File: config.mk
export PLATFORM = sky130hd
export DESIGN_NAME = fifo_traffic_gen
export DESIGN_NICKNAME = d
export VERILOG_FILES = /design/src/rtl/fifo_tg_pkg.sv /design/src/rtl/fifo_tg_pattern.sv /design/src/rtl/fifo_traffic_gen.sv
export SDC_FILE = /design/constraint.sdc
export NUM_CORES = 1
export LEC_CHECK = 0
export CAP_MARGIN = 20
export CORE_ASPECT_RATIO = 0.7
export CORE_MARGIN = 5
export CORE_UTILIZATION = 50
export CTS_BUF_LIST = sky130_fd_sc_hd__clkbuf_4
export CTS_CLUSTER_DIAMETER = 120
export CTS_CLUSTER_SIZE = 25
export DETAILED_ROUTE_END_ITERATION = 7
export PLACE_DENSITY = 0.72
export SYNTH_ARGS = -nofsm -noshare
export SYNTH_HDL_FRONTEND = slang
export SYNTH_SLANG_ARGS = --single-unit
File: constraint.sdc
create_clock -name sys_clk -period 5.7 [get_ports sys_clk]
set_input_delay 0.855 -clock sys_clk [delete_from_list [all_inputs] [get_ports sys_clk]]
set_output_delay 0.855 -clock sys_clk [all_outputs]
set_load 0.03 [all_outputs]
File: src/rtl/fifo_tg_pkg.sv
// Shared definitions for the FIFO traffic generator: pattern modes, FSM states,
// drain length and Galois LFSR tap masks per supported data width.
package fifo_tg_pkg;

    localparam logic [1:0] MODE_INCR = 2'd0;
    localparam logic [1:0] MODE_LFSR = 2'd1;
    localparam logic [1:0] MODE_WALK = 2'd2;
    localparam logic [1:0] MODE_ALT  = 2'd3;

    localparam int DRAIN_CYCLES = 8;

    typedef enum logic [2:0] {
        ST_IDLE      = 3'd0,
        ST_WAIT_INIT = 3'd1,
        ST_WRITE     = 3'd2,
        ST_DRAIN     = 3'd3,
        ST_READ      = 3'd4,
        ST_DONE      = 3'd5
    } state_t;

    // Right-shifting Galois masks of maximal-length polynomials
    function automatic logic [63:0] lfsr_taps(input int unsigned width);
        logic [63:0] taps;
        case (width)
            32'd8:   taps = 64'h0000_0000_0000_00B8;
            32'd16:  taps = 64'h0000_0000_0000_B400;
            32'd32:  taps = 64'h0000_0000_8020_0003;
            32'd64:  taps = 64'hD800_0000_0000_0000;
            default: taps = 64'h0000_0000_0000_00B8;
        endcase
        return taps;
    endfunction

endpackage

File: src/rtl/fifo_tg_pattern.sv
// One data-pattern generator: loads its start value with a mode, then advances
// once per accepted word. Used for both the write stream and the expected stream.
module fifo_tg_pattern
    import fifo_tg_pkg::*;
#(
    parameter int                DATA_W = 32,
    parameter logic [DATA_W-1:0] SEED   = {{(DATA_W-1){1'b0}}, 1'b1}
) (
    input  logic              clk,
    input  logic              rst,
    input  logic              load,
    input  logic [1:0]        load_mode,
    input  logic              advance,
    output logic [DATA_W-1:0] value
);

    localparam logic [63:0]       TAPS_FULL = lfsr_taps(DATA_W);
    localparam logic [DATA_W-1:0] TAPS      = TAPS_FULL[DATA_W-1:0];
    localparam logic [DATA_W-1:0] ONE       = {{(DATA_W-1){1'b0}}, 1'b1};

    logic [1:0]        mode_r;
    logic [DATA_W-1:0] value_r;
    logic [DATA_W-1:0] value_next_s;

    // successor of the current value under the latched pattern
    always_comb begin
        value_next_s = value_r;
        case (mode_r)
            MODE_INCR: value_next_s = value_r + ONE;
            MODE_LFSR: value_next_s = value_r[0] ? ((value_r >> 1) ^ TAPS) : (value_r >> 1);
            MODE_WALK: value_next_s = {value_r[DATA_W-2:0], value_r[DATA_W-1]};
            MODE_ALT:  value_next_s = ~value_r;
            default:   value_next_s = value_r;
        endcase
    end

    // generator state; walking-one always restarts from bit 0
    always_ff @(posedge clk or posedge rst) begin
        if (rst) begin
            mode_r  <= MODE_INCR;
            value_r <= SEED;
        end else if (load) begin
            mode_r  <= load_mode;
            value_r <= (load_mode == MODE_WALK) ? ONE : SEED;
        end else if (advance) begin
            value_r <= value_next_s;
        end else begin
            value_r <= value_r;
        end
    end

    assign value = value_r;

endmodule

File: src/rtl/fifo_traffic_gen.sv
// Write-then-readback traffic generator/checker for the DDR2-backed FIFO.
// Optional FIFO_TG_ERR_CAPTURE_EN adds first-mismatch capture outputs.
module fifo_traffic_gen
    import fifo_tg_pkg::*;
#(
    parameter int                DATA_W    = 32,
    parameter int                BURST_LEN = 1024,
    parameter int                CNT_W     = 16,
    parameter logic [DATA_W-1:0] SEED      = {{(DATA_W-1){1'b0}}, 1'b1},
    parameter int                TIMEOUT   = 4096
) (
    input  logic              sys_clk,
    input  logic              reset,
    input  logic              start,
    input  logic [1:0]        mode,
    input  logic              phy_init_done,
    input  logic              full,
    input  logic              empty,
    input  logic              dout_vd,
    input  logic [DATA_W-1:0] data_out,
    output logic              wr_en,
    output logic [DATA_W-1:0] data_in,
    output logic              rd_en,
    output logic              busy,
    output logic              done,
    output logic              pass,
    output logic              timeout,
    output logic [CNT_W-1:0]  wr_cnt,
    output logic [CNT_W-1:0]  rd_cnt,
    output logic [CNT_W-1:0]  err_cnt
`ifdef FIFO_TG_ERR_CAPTURE_EN
    ,
    output logic [CNT_W-1:0]  first_err_idx,
    output logic [DATA_W-1:0] first_err_exp,
    output logic [DATA_W-1:0] first_err_act,
    output logic              err_seen
`endif
);

    localparam int               WD_W       = $clog2(TIMEOUT + 1);
    localparam logic [CNT_W-1:0] BURST      = CNT_W'(BURST_LEN);
    localparam logic [CNT_W-1:0] CNT_ZERO   = {CNT_W{1'b0}};
    localparam logic [CNT_W-1:0] CNT_ONE    = {{(CNT_W-1){1'b0}}, 1'b1};
    localparam logic [CNT_W-1:0] CNT_MAX    = {CNT_W{1'b1}};
    localparam logic [WD_W-1:0]  WD_ZERO    = {WD_W{1'b0}};
    localparam logic [WD_W-1:0]  WD_ONE     = {{(WD_W-1){1'b0}}, 1'b1};
    localparam logic [WD_W-1:0]  WD_LAST    = WD_W'(TIMEOUT - 1);
    localparam logic [2:0]       DRAIN_LAST = 3'(DRAIN_CYCLES - 1);

    state_t            state_r, state_next_s;
    logic [CNT_W-1:0]  wr_cnt_r, wr_cnt_next_s, rd_cnt_r, rd_cnt_next_s;
    logic [CNT_W-1:0]  err_cnt_r, err_cnt_next_s, rd_issued_r, rd_issued_next_s;
    logic [WD_W-1:0]   wd_r, wd_next_s;
    logic [2:0]        drain_r, drain_next_s;
    logic              wr_en_r, wr_en_next_s, timeout_r, timeout_next_s;
    logic              busy_r, busy_next_s, done_r, done_next_s, pass_r, pass_next_s;
    logic              start_ok_s, active_s, rd_en_s, rd_seen_s, rd_take_s;
    logic              mismatch_s, wd_fire_s, err_bump_s;
    logic [DATA_W-1:0] wr_value_s, exp_value_s;

    // next state, run counters, watchdog and status
    always_comb begin
        start_ok_s = start && ((state_r == ST_IDLE) || (state_r == ST_DONE));
        active_s   = (state_r == ST_WRITE) || (state_r == ST_DRAIN) || (state_r == ST_READ);
        rd_en_s    = (state_r == ST_READ) && !empty && (rd_issued_r < BURST);
        rd_seen_s  = dout_vd && (state_r != ST_IDLE);
        rd_take_s  = rd_seen_s && (rd_cnt_r < BURST);
        mismatch_s = rd_take_s && (data_out != exp_value_s);
        wd_fire_s  = active_s && !wr_en_r && !dout_vd && (wd_r == WD_LAST);

        state_next_s = state_r;
        case (state_r)
            ST_IDLE, ST_DONE: state_next_s = start_ok_s ? ST_WAIT_INIT : state_r;
            ST_WAIT_INIT:     state_next_s = phy_init_done ? ST_WRITE : ST_WAIT_INIT;
            ST_WRITE:         state_next_s = (wr_cnt_r == BURST) ? ST_DRAIN : ST_WRITE;
            ST_DRAIN:         state_next_s = (drain_r == DRAIN_LAST) ? ST_READ : ST_DRAIN;
            ST_READ:          state_next_s = (rd_cnt_r == BURST) ? ST_DONE : ST_READ;
            default:          state_next_s = ST_IDLE;
        endcase

        if (wd_fire_s) begin
            state_next_s   = ST_DONE;
            timeout_next_s = 1'b1;
        end else if (start_ok_s) begin
            timeout_next_s = 1'b0;
        end else begin
            timeout_next_s = timeout_r;
        end

        wr_cnt_next_s    = start_ok_s ? CNT_ZERO : (wr_en_r ? wr_cnt_r + CNT_ONE : wr_cnt_r);
        rd_issued_next_s = start_ok_s ? CNT_ZERO : (rd_en_s ? rd_issued_r + CNT_ONE : rd_issued_r);
        rd_cnt_next_s    = start_ok_s ? CNT_ZERO : (rd_take_s ? rd_cnt_r + CNT_ONE : rd_cnt_r);
        // a word beyond the burst is an error by itself, compared or not
        err_bump_s       = (mismatch_s || (rd_seen_s && !rd_take_s)) && (err_cnt_r != CNT_MAX);
        err_cnt_next_s   = start_ok_s ? CNT_ZERO : (err_bump_s ? err_cnt_r + CNT_ONE : err_cnt_r);
        drain_next_s     = (state_r == ST_DRAIN) ? drain_r + 3'd1 : 3'd0;
        wd_next_s        = (!active_s || (state_next_s != state_r) || wr_en_r || dout_vd)
                           ? WD_ZERO : wd_r + WD_ONE;

        // counting the write in flight keeps the strobe from overshooting the burst
        wr_en_next_s = (state_r == ST_WRITE) && (state_next_s == ST_WRITE) && !full
                       && (wr_cnt_next_s < BURST);
        busy_next_s  = (state_next_s == ST_WAIT_INIT) || (state_next_s == ST_WRITE)
                       || (state_next_s == ST_DRAIN) || (state_next_s == ST_READ);
        done_next_s  = (state_next_s == ST_DONE);
        pass_next_s  = done_next_s && (err_cnt_next_s == CNT_ZERO)
                       && (rd_cnt_next_s == BURST) && !timeout_next_s;
    end

    // state and registered outputs
    always_ff @(posedge sys_clk or posedge reset) begin
        if (reset) begin
            state_r     <= ST_IDLE;
            wr_cnt_r    <= CNT_ZERO;
            rd_cnt_r    <= CNT_ZERO;
            err_cnt_r   <= CNT_ZERO;
            rd_issued_r <= CNT_ZERO;
            wd_r        <= WD_ZERO;
            drain_r     <= 3'd0;
            wr_en_r     <= 1'b0;
            timeout_r   <= 1'b0;
            busy_r      <= 1'b0;
            done_r      <= 1'b0;
            pass_r      <= 1'b0;
        end else begin
            state_r     <= state_next_s;
            wr_cnt_r    <= wr_cnt_next_s;
            rd_cnt_r    <= rd_cnt_next_s;
            err_cnt_r   <= err_cnt_next_s;
            rd_issued_r <= rd_issued_next_s;
            wd_r        <= wd_next_s;
            drain_r     <= drain_next_s;
            wr_en_r     <= wr_en_next_s;
            timeout_r   <= timeout_next_s;
            busy_r      <= busy_next_s;
            done_r      <= done_next_s;
            pass_r      <= pass_next_s;
        end
    end

    fifo_tg_pattern #(.DATA_W(DATA_W), .SEED(SEED)) u_wr_gen (
        .clk(sys_clk), .rst(reset), .load(start_ok_s), .load_mode(mode),
        .advance(wr_en_r), .value(wr_value_s)
    );

    fifo_tg_pattern #(.DATA_W(DATA_W), .SEED(SEED)) u_exp_gen (
        .clk(sys_clk), .rst(reset), .load(start_ok_s), .load_mode(mode),
        .advance(rd_take_s), .value(exp_value_s)
    );

`ifdef FIFO_TG_ERR_CAPTURE_EN
    logic [CNT_W-1:0]  first_idx_r;
    logic [DATA_W-1:0] first_exp_r, first_act_r;
    logic              err_seen_r;

    // latch details of the first mismatch of a run
    always_ff @(posedge sys_clk or posedge reset) begin
        if (reset) begin
            first_idx_r <= CNT_ZERO;
            first_exp_r <= {DATA_W{1'b0}};
            first_act_r <= {DATA_W{1'b0}};
            err_seen_r  <= 1'b0;
        end else if (start_ok_s) begin
            first_idx_r <= CNT_ZERO;
            first_exp_r <= {DATA_W{1'b0}};
            first_act_r <= {DATA_W{1'b0}};
            err_seen_r  <= 1'b0;
        end else if (mismatch_s && !err_seen_r) begin
            first_idx_r <= rd_cnt_r;
            first_exp_r <= exp_value_s;
            first_act_r <= data_out;
            err_seen_r  <= 1'b1;
        end else begin
            err_seen_r  <= err_seen_r;
        end
    end

    assign first_err_idx = first_idx_r;
    assign first_err_exp = first_exp_r;
    assign first_err_act = first_act_r;
    assign err_seen      = err_seen_r;
`endif

    assign wr_en   = wr_en_r;
    assign data_in = wr_en_r ? wr_value_s : {DATA_W{1'b0}};
    assign rd_en   = rd_en_s;
    assign busy    = busy_r;
    assign done    = done_r;
    assign pass    = pass_r;
    assign timeout = timeout_r;
    assign wr_cnt  = wr_cnt_r;
    assign rd_cnt  = rd_cnt_r;
    assign err_cnt = err_cnt_r;

endmodule

# Yosys cells after proc, flatten, opt, wreduce, memory -nomap -nowiden
# Index checks and enable logic that the tools add are counted.
[totals]
register_bits = 154
out_inout_bits = 86
word_cells = 121
[op_classes]
add_sub_neg = 8
magnitude_cmp = 3
eq_ne = 21
n_mux = 28
n_bitwise = 4
reduce_logical = 42
[ops]
columns = ["cell", "n"]
rows = [
  ["$pmux 32 s4", 2],
  ["$mux 32", 7],
  ["$mux 16", 8],
  ["$add 16x1->16 const B", 4],
  ["$add 32x1->32 const B", 2],
  ["$not 32->32", 2],
  ["$eq 16x11->1 const B", 3],
  ["$lt 16x11->1 const B", 3],
  ["$ne 32x32->1", 1],
  ["$logic_and 1x1->1", 17],
  ["$logic_not 16->1", 1],
  ["$ne 16x16->1 const B", 1],
  ["$eq 3x3->1 const B", 5],
  ["$pmux 3 s5", 1],
  ["$add 13x1->13 const B", 1],
  ["$eq 13x12->1 const B", 1],
  ["$mux 13", 1],
  ["$eq 3x2->1 const B", 4],
  ["$mux 3", 4],
  ["$logic_or 1x1->1", 10],
  ["$not 3->4", 2],
  ["$logic_not 1->1", 7],
  ["$eq 3x1->1 const B", 2],
  ["$reduce_bool 2->1", 3],
  ["other kinds (10)", 14],
]

# Depth between registers and ports, before layout
# Gate-level depths: netlist of the first run.
[depth]
depth_word = 13
ltp_mapped = 12
ltp_nobuf = 11

# Hierarchy
# A second synthesis of the first run with hierarchy kept.
[hier_totals]
hier_cells = 1350
area_unflattened_um2 = 11058.1
[modules_own_cells]
columns = ["module", "instances", "cells_each", "area_each_um2", "seq_area_each_um2"]
rows = [
  ["fifo_tg_pattern", 2, 398, 2946.6, 852.1],
  ["fifo_traffic_gen", 1, 554, 5165.0, 2202.1],
]

# Worst setup path after synthesis of the first run
# Ideal clock, no wire load.
[synth_path]
path_type = "input to register"
start = "input port data_out[10]"
end = "register pass_r, in the netlist pass"
setup_time_ns = 0.096
t_arrival_ns = 2.771
required_time_ns = 5.604
setup_slack_ns = 2.833
cell_stages = 10
cell_sequence = "xor2_1 nor4_2 nand4_1 nor3_2 nand2b_1 buf_4 mux2i_1 a221oi_1 or4_1 nor4_2"
[synth_via]
elab_chain_cells = 10
[synth_rtl]
columns = ["element", "line", "text"]
rows = [
  ["from (decl)", "fifo_traffic_gen.sv:20", "input logic [DATA_W-1:0] data_out,"],
  ["$ne 32x32->1", "fifo_traffic_gen.sv:68", "mismatch_s = rd_take_s && (data_out != exp_value_s);"],
  ["$logic_and 1x1->1", "fifo_traffic_gen.sv:68", ""],
  ["$logic_or 1x1->1", "fifo_traffic_gen.sv:94", "err_bump_s = (mismatch_s || (rd_seen_s && !rd_take_s)) && (err_cnt_r != CNT_MAX);"],
  ["$logic_and 1x1->1", "fifo_traffic_gen.sv:94", ""],
  ["$mux 16 (2 in a row)", "fifo_traffic_gen.sv:95", "err_cnt_next_s = start_ok_s ? CNT_ZERO : (err_bump_s ? err_cnt_r + CNT_ONE : err_cnt_r);"],
  ["$logic_not 16->1", "fifo_traffic_gen.sv:106", "pass_next_s = done_next_s && (err_cnt_next_s == CNT_ZERO)"],
  ["$logic_and 1x1->1", "fifo_traffic_gen.sv:106", ""],
  ["$logic_and 1x1->1 (2 in a row)", "fifo_traffic_gen.sv:107", "&& (rd_cnt_next_s == BURST) && !timeout_next_s;"],
  ["named net pass_next_s", "fifo_traffic_gen.sv:56", "logic busy_r, busy_next_s, done_r, done_next_s, pass_r, pass_next_s;"],
  ["to (signal assigned)", "fifo_traffic_gen.sv:137", "pass_r <= pass_next_s;"],
  ["to (decl)", "fifo_traffic_gen.sv:56", ""],
]
# The timed path passes the listed nets, and every way through them passes these cells.
# A chain may end at the register's enable or synchronous reset.

# Final worst setup path of the first run
[layout_path]
start = "register wr_en_r, in the netlist wr_en"
end = "output port data_in[4]"
[layout_via]
elab_chain_cells = 1
[layout_rtl]
columns = ["element", "line", "text"]
rows = [
  ["from (decl)", "fifo_traffic_gen.sv:55", "logic wr_en_r, wr_en_next_s, timeout_r, timeout_next_s;"],
  ["from (signal assigned)", "fifo_traffic_gen.sv:133", "wr_en_r <= wr_en_next_s;"],
  ["$mux 32", "fifo_traffic_gen.sv:185", "assign data_in = wr_en_r ? wr_value_s : {DATA_W{1'b0}};"],
  ["to (decl)", "fifo_traffic_gen.sv:22", "output logic [DATA_W-1:0] data_in,"],
]
# Every way passes these cells.

==> impl_metrics.yaml, run 1 <==
min_path:
  hold_depth: 1
  hp-class: "reg -> reg"
setup_path:
  cpPeakStageDelay_ps: 710
  critPathRequiredTime_ps: 4850
  cp.arrival_ps: 2660
  crit_chain: "clkinv_1, nor2_1, clkdlybuf4s50_1"
  startpoint_type: "flop"
  cp.depth: 3
  crit_family: "buffers and inverters"
  end_kind: "output port"
  crit_slowest_cell: "clkdlybuf4s50_1"
  reg2reg_depth: 10
  cp_max_fo: 25
  path_buf_inv: 2
  crit_type: "reg -> out"
grt:
  grt_max_degree: 85
  grt_use_total: 0.254
  antenna_found_initial: 1
  grt_pass1_vias: 9213
  grt_pass1_wl_microns: 49400
  grt-ovfl-total: 0
cts:
  cts_tree: "yes"
  numCtsBuffers: 17
  clockRootBuffer: "clkbuf_4"
  path_clk_slew_ps: 160
  htree_levels: 4
  cts.path.max_buffers: 2
  cts_resized: 0
  clock_sinks: 154
  worstSkewPairLatency_ps: 590
  post_cts_buffers: 0
  ctsHoldBuffers: 0
power_and_ir_drop:
  leakage_uw: 0.00487
  p_int_uw: 2840
  p_total_uw: 5730
  switching_power_uw: 2890
  p_clk_frac: 0.127
  swShare: 0.504
  pwr-share-comb: 0.506
  vdd_drop_max_mv: 0.269
  pwr_density_cell_nw_per_um2: 479
  sequentialPowerShare: 0.368
floorplan:
  die_w_microns: 182
  rows: 44
  dieHeight_microns: 130
  io_pins: 127
  core_region_area_sq_um: 20500
  dieArea_sq_um: 23700
  start_util: 0.504
logic_synthesis:
  synth_top_cell_by_area: "dfrtp_1"
  syn-num-nets: 1358
  synthArstFlopShare: 1.00
  synth-edff-count: 0
  synth_flop_cell: "dfrtp_1"
  synth_top_area_frac: 0.367
  seq_area_frac_synth: 0.372
  synth_seq_cells: 154
  yosys_warnings: 0
  syn_inst: 1306
  yosys-top-cells-area: "dfrtp_1 (37%), nor2_1 (6.2%), a21oi_1 (5.7%), xor2_1 (5.3%), nand2_1 (4.8%)"
  syn-cell-area_sq_um: 10400
  synthDistinctLibCells: 71
  avgSynthCellArea_sq_um: 7.93
finish:
  drive_gt1_frac: 0.0640
  fin_nets: 1413
  syn2layout_area_growth_pct: 15.5
  fillers: 1885
  multi_input_area_sq_um: 5890
  regArea_sq_um: 3860
placed_design:
  gp_congestion: 0.906
  hpwlAfterDp_microns: 20300
  port-buffer-count: 126
timing:
  fmax_mhz: 284
  setup_viol: 0
  period_minus_slack_ps: 3520
  finClkSkew_ps: 26.3
  hold_viol_final: 0
  tns_ps: 0
  rsz0062_at_grt: "false"
  min_period_over_period: 0.617
  max-slew-margin-rel: 0.382
  slew_viol_final: 0
  tightest_slew_ps: 925
drt:
  via_count: 10051
  vias_per_cell: 6.09
  first_pass_iters: 6
  wire_per_inst_microns: 18.3
  wirelength_microns: 30300
  final_antenna_net_count: 0
  drc: 0
  first_iter_violations: 1357
run_status:
  status: "finished clean"
job:
  max_cap_violations: 0
==> worst paths after layout <==
| kind | start | end | slack, ps |
|---|---|---|---|
| min in group asynchronous | reset | busy | 770 |
| hold reg to reg | drain_r[0] | drain_r[0] | 440 |
| setup reg to reg | u_exp_gen.value[16] | pass | 2330 |
| max in group asynchronous | reset | wd_r[7] | 3870 |
| setup / recovery | wr_en | data_in[4] | 2180 |
| hold / removal | drain_r[0] | drain_r[0] | 440 |
==> power groups by stage <==
stage | logic (uW) | clock network [uW] | registers [uW]
floorplan | 2260 | 0 | 1870
global placement | 2810 | 0 | 2100
detailed placement | 2860 | 0 | 2100
CTS | 2870 | 735 | 2080
global route | 3230 | 784 | 2170
finish | 2900 | 726 | 2110
==> synthesized netlist by cell type, types with 5 or more instances <==
cell	n
a221oi_1	6
clkbuf_1	76
nor3_1	27
nor4_1	16
a311oi_1	8
or3_1	11
a21oi_1	118
o221a_2	5
or2_2	5
o221ai_1	13
buf_1	14
nand3_1	45
o22ai_1	14
o31ai_1	7
mux2i_1	8
nor2_1	172
o211ai_1	22
inv_1	41
ha_1	11
xor2_1	63
and3_1	27
xnor2_1	25
nand4_1	28
a31oi_1	9
nor2b_1	6
dfrtp_1	152
a211oi_1	17
nand2_1	132
buf_2	13
o21ai_0	98
and2_1	32
nand2b_1	8
==> per-layer routing <==
| layer | wire length (microns) | GRT usage |
|---|---|---|
| met2 | 13100 | 0.375 |
| met5 | 0 | 0 |
| met4 | 461 | 0.0670 |
| met1 | 14100 | 0.385 |
| met3 | 2670 | 0.0479 |
==> placed cells by master (no fill, tap or decap), drive strengths merged, types with 4 or more instances in the layout <==
| master | n |
|---|---|
| a211oi | 17 |
| a21oi | 118 |
| a221oi | 6 |
| a311oi | 8 |
| a31oi | 9 |
| and2 | 32 |
| and3 | 27 |
| and4 | 5 |
| buf | 19 |
| clkbuf | 17 |
| clkdlybuf4s50 | 126 |
| clkinv | 8 |
| dfrtp | 152 |
| ha | 11 |
| inv | 46 |
| mux2i | 8 |
| mux4 | 4 |
| nand2 | 132 |
| nand2b | 8 |
| nand3 | 45 |
| nand4 | 28 |
| nor2 | 172 |
| nor2b | 6 |
| nor3 | 31 |
| nor4 | 19 |
| nor4b | 4 |
| o211ai | 22 |
| o21ai | 98 |
| o221a | 5 |
| o221ai | 13 |
| o22ai | 14 |
| o311ai | 4 |
| o31ai | 7 |
| or2 | 5 |
| or3 | 12 |
| or4 | 6 |
| xnor2 | 27 |
| xor2 | 63 |
==> worst register-to-register path, stage by stage (launching register included) <==
cell and delay (ps):
dfrtp_1 520, xor2_1 210, nor4_1 670, nand4_1 200, nor3_2 150, buf_4 230, nand2b_1 340, mux2i_1 230
a221oi_1 100, or4_1 440, nor4_2 220
==> flip-flops by register name, indices dropped and copies added, names as in the netlist <==
name              cells
u_exp_gen.value      32
timeout               1
pass                  1
drain_r               3
err_cnt              16
u_wr_gen.value       32
rd_cnt               16
wd_r                 13
wr_en                 1
done                  1
wr_cnt               16
state_r               3
u_exp_gen.mode_r      2
rd_issued_r          16
busy                  1
==> cell families (layout without fill, tap and decap cells) <==
| family | count (synthesis) | after routing | synth area share |
|---|---|---|---|
| AND/OR/NAND/NOR | 536 | 536 | 0.251 |
| AO/OA/AOI/OAI | 350 | 350 | 0.208 |
| flip-flops | 154 | 154 | 0.372 |
| buffers and inverters | 151 | 219 | 0.0599 |
| XOR/XNOR | 90 | 90 | 0.0775 |
| multiplexers | 14 | 14 | 0.0186 |
| adder cells (fa/ha/maj) | 11 | 11 | 0.0133 |
| other | 0 | 1 | 0 |
==> per-stage QoR <==
step	instance area (sq um)	hold WS (ps)	worst slack, ps	instances	util
floorplan	10400	407	699	1306	-
detailed placement	11700	433	1680	1617	0.568
global placement	11700	425	1780	1617	0.568
finish	12000	444	2180	1651	0.583
global route	12000	480	1980	1651	0.583
CTS	12000	452	2100	1649	0.582
==> area by class of cell <==
type	instances	share of cell area
Multi-Input combinational cell	1001	0.493
Timing Repair Buffer	145	0.117
Inverter	42	0.0136
Tap cell	276	0.0289
Sequential cell	154	0.323
Clock inverter	15	0.0139
Antenna cell	1	0.000209
Clock buffer	17	0.0107
Power figures use the tool's default switching activity.
==> run 2: changes to the inputs <==
clock period = 3.3 ns   (was 5.7 ns; I/O delays follow)
==> impl_metrics.yaml, run 2 (synthesis gave the netlist of run 1 again) <==
timing:
  tightest_slew_ps: 990
  hold_viol_final: 0
  min_period_over_period: 0.946
  slew_viol_final: 0
  period_minus_slack_ps: 3120
  setup_viol: 0
  finClkSkew_ps: 27.4
  max-slew-margin-rel: 0.340
  rsz0062_at_grt: "false"
  fmax_mhz: 320
power_and_ir_drop:
  pwr_density_cell_nw_per_um2: 832
  swShare: 0.498
  leakage_uw: 0.00507
  p_clk_frac: 0.131
  sequentialPowerShare: 0.343
  p_int_uw: 5130
  pwr-share-comb: 0.527
  switching_power_uw: 5090
  vdd_drop_max_mv: 0.895
drt:
  first_iter_violations: 1208
  drc: 0
  via_count: 10197
  final_antenna_net_count: 0
  wire_per_inst_microns: 18.3
  vias_per_cell: 6.05
  wirelength_microns: 30900
  first_pass_iters: 8
finish:
  final_cells: 1685
  drive_gt1_frac: 0.0887
  fin_nets: 1448
  fillers: 1858
  final_common_cell: "nor2_1"
  syn2layout_area_growth_pct: 18.5
  antenna_cells: 0
  final_cell_mix: "nor2_1 (171), dfrtp_1 (150), nand2_1 (132)"
  postLayoutCoreUtil: 0.598
  stdcell_area_sq_um: 12300
cts:
  numCtsBuffers: 17
  clockRootBuffer: "clkbuf_4"
  post_cts_buffers: 0
  worstSkewPairLatency_ps: 590
  htree_levels: 4
  ctsHoldBuffers: 0
  clock_sinks: 154
  cts_resized: 1
  path_clk_slew_ps: 160
  cts_tree: "yes"
  cts.path.max_buffers: 2
grt:
  grt_use_total: 0.258
  grt_pass1_vias: 9364
  grt-ovfl-total: 0
  antenna_found_initial: 0
  grt_max_degree: 103
  grt_pass1_wl_microns: 50100
floorplan:
  rows: 44
  dieArea_sq_um: 23700
  start_util: 0.504
  die_w_microns: 182
  core_region_area_sq_um: 20500
  io_pins: 127
  dieHeight_microns: 130
job:
  max_cap_violations: 0
placed_design:
  hpwlAfterDp_microns: 21100
  gp_congestion: 0.957
  port-buffer-count: 126
  dpl_cell_area_sq_um: 11900
  dp_cells: 1653
setup_path:
  critPathRequiredTime_ps: 2800
  path_buf_inv: 3
  cpPeakStageDelay_ps: 690
  crit_type: "reg -> out"
  cp.arrival_ps: 2630
  crit_chain: "buf_4, nor3b_4, buf_4, and3_1, clkdlybuf4s50_1"
  cp_max_fo: 15
  startpoint_type: "flop"
  end_kind: "output port"
  crit_slowest_cell: "clkdlybuf4s50_1"
  crit_family: "buffers and inverters"
  cpMostUsedCell: "buf_4"
min_path:
  hp-class: "in -> async"
run_status:
  status: "finished clean"
## run 2: changes by cell type in the layout (fill, tap and decap cells not counted), sizes merged
cell | previous run | this run
bufinv | 2 | 3
diode | 1 | 0
buf | 19 | 54
clkinv | 8 | 7
inv | 46 | 45
clkinvlp | 1 | 2
## run 2: final cells by class
type	count	area, sq um	area share
Tap cell	276	345	0.0281
Timing Repair Buffer	180	1690	0.138
Clock buffer	17	128	0.0104
Inverter	42	161	0.0131
Clock inverter	15	189	0.0154
Sequential cell	154	3860	0.314
Multi-Input combinational cell	1001	5910	0.481
## run 2: worst paths after layout
path	start	endpoint	slack [ps]	cells past startpoint
max	state_r[0]	rd_en	180	5
min	reset	rd_cnt[8]	360	2
max reg2reg	u_exp_gen.value[28]	pass	230	10
min reg2reg	drain_r[0]	drain_r[0]	450	1
max in group asynchronous	reset	u_wr_gen.value[20]	2180	3
min in group sys_clk	drain_r[0]	drain_r[0]	450	1
## run 2: metrics by stage
step                      total power [uW]  setup slack (ps)  hold slack (ps)  TNS (ps)
after floorplan                       7120               651              407         0
after global placement                8640             -39.4              427     -39.4
after detailed placement              8760             -74.6              432     -74.6
after CTS                            10100              76.4              357         0
after global routing                 11000              17.8              369         0
final                                10200               179              359         0
## run 2: routing by layer
metal  wire length [microns]  vias up  track usage
met5                       0        -            0
met3                    3080       50       0.0647
met1                   14000     4800        0.384
li1                        -     4810            -
met4                     407        0       0.0613
met2                   13400      537        0.381
## run 2: power groups by stage
| stage | logic [uW] | clock network, uW | registers, uW |
|---|---|---|---|
| floorplan | 3900 | 0 | 3220 |
| global placement | 5160 | 0 | 3480 |
| detailed placement | 5260 | 0 | 3490 |
| CTS | 5300 | 1350 | 3460 |
| global route | 5920 | 1440 | 3600 |
| finish | 5380 | 1330 | 3500 |
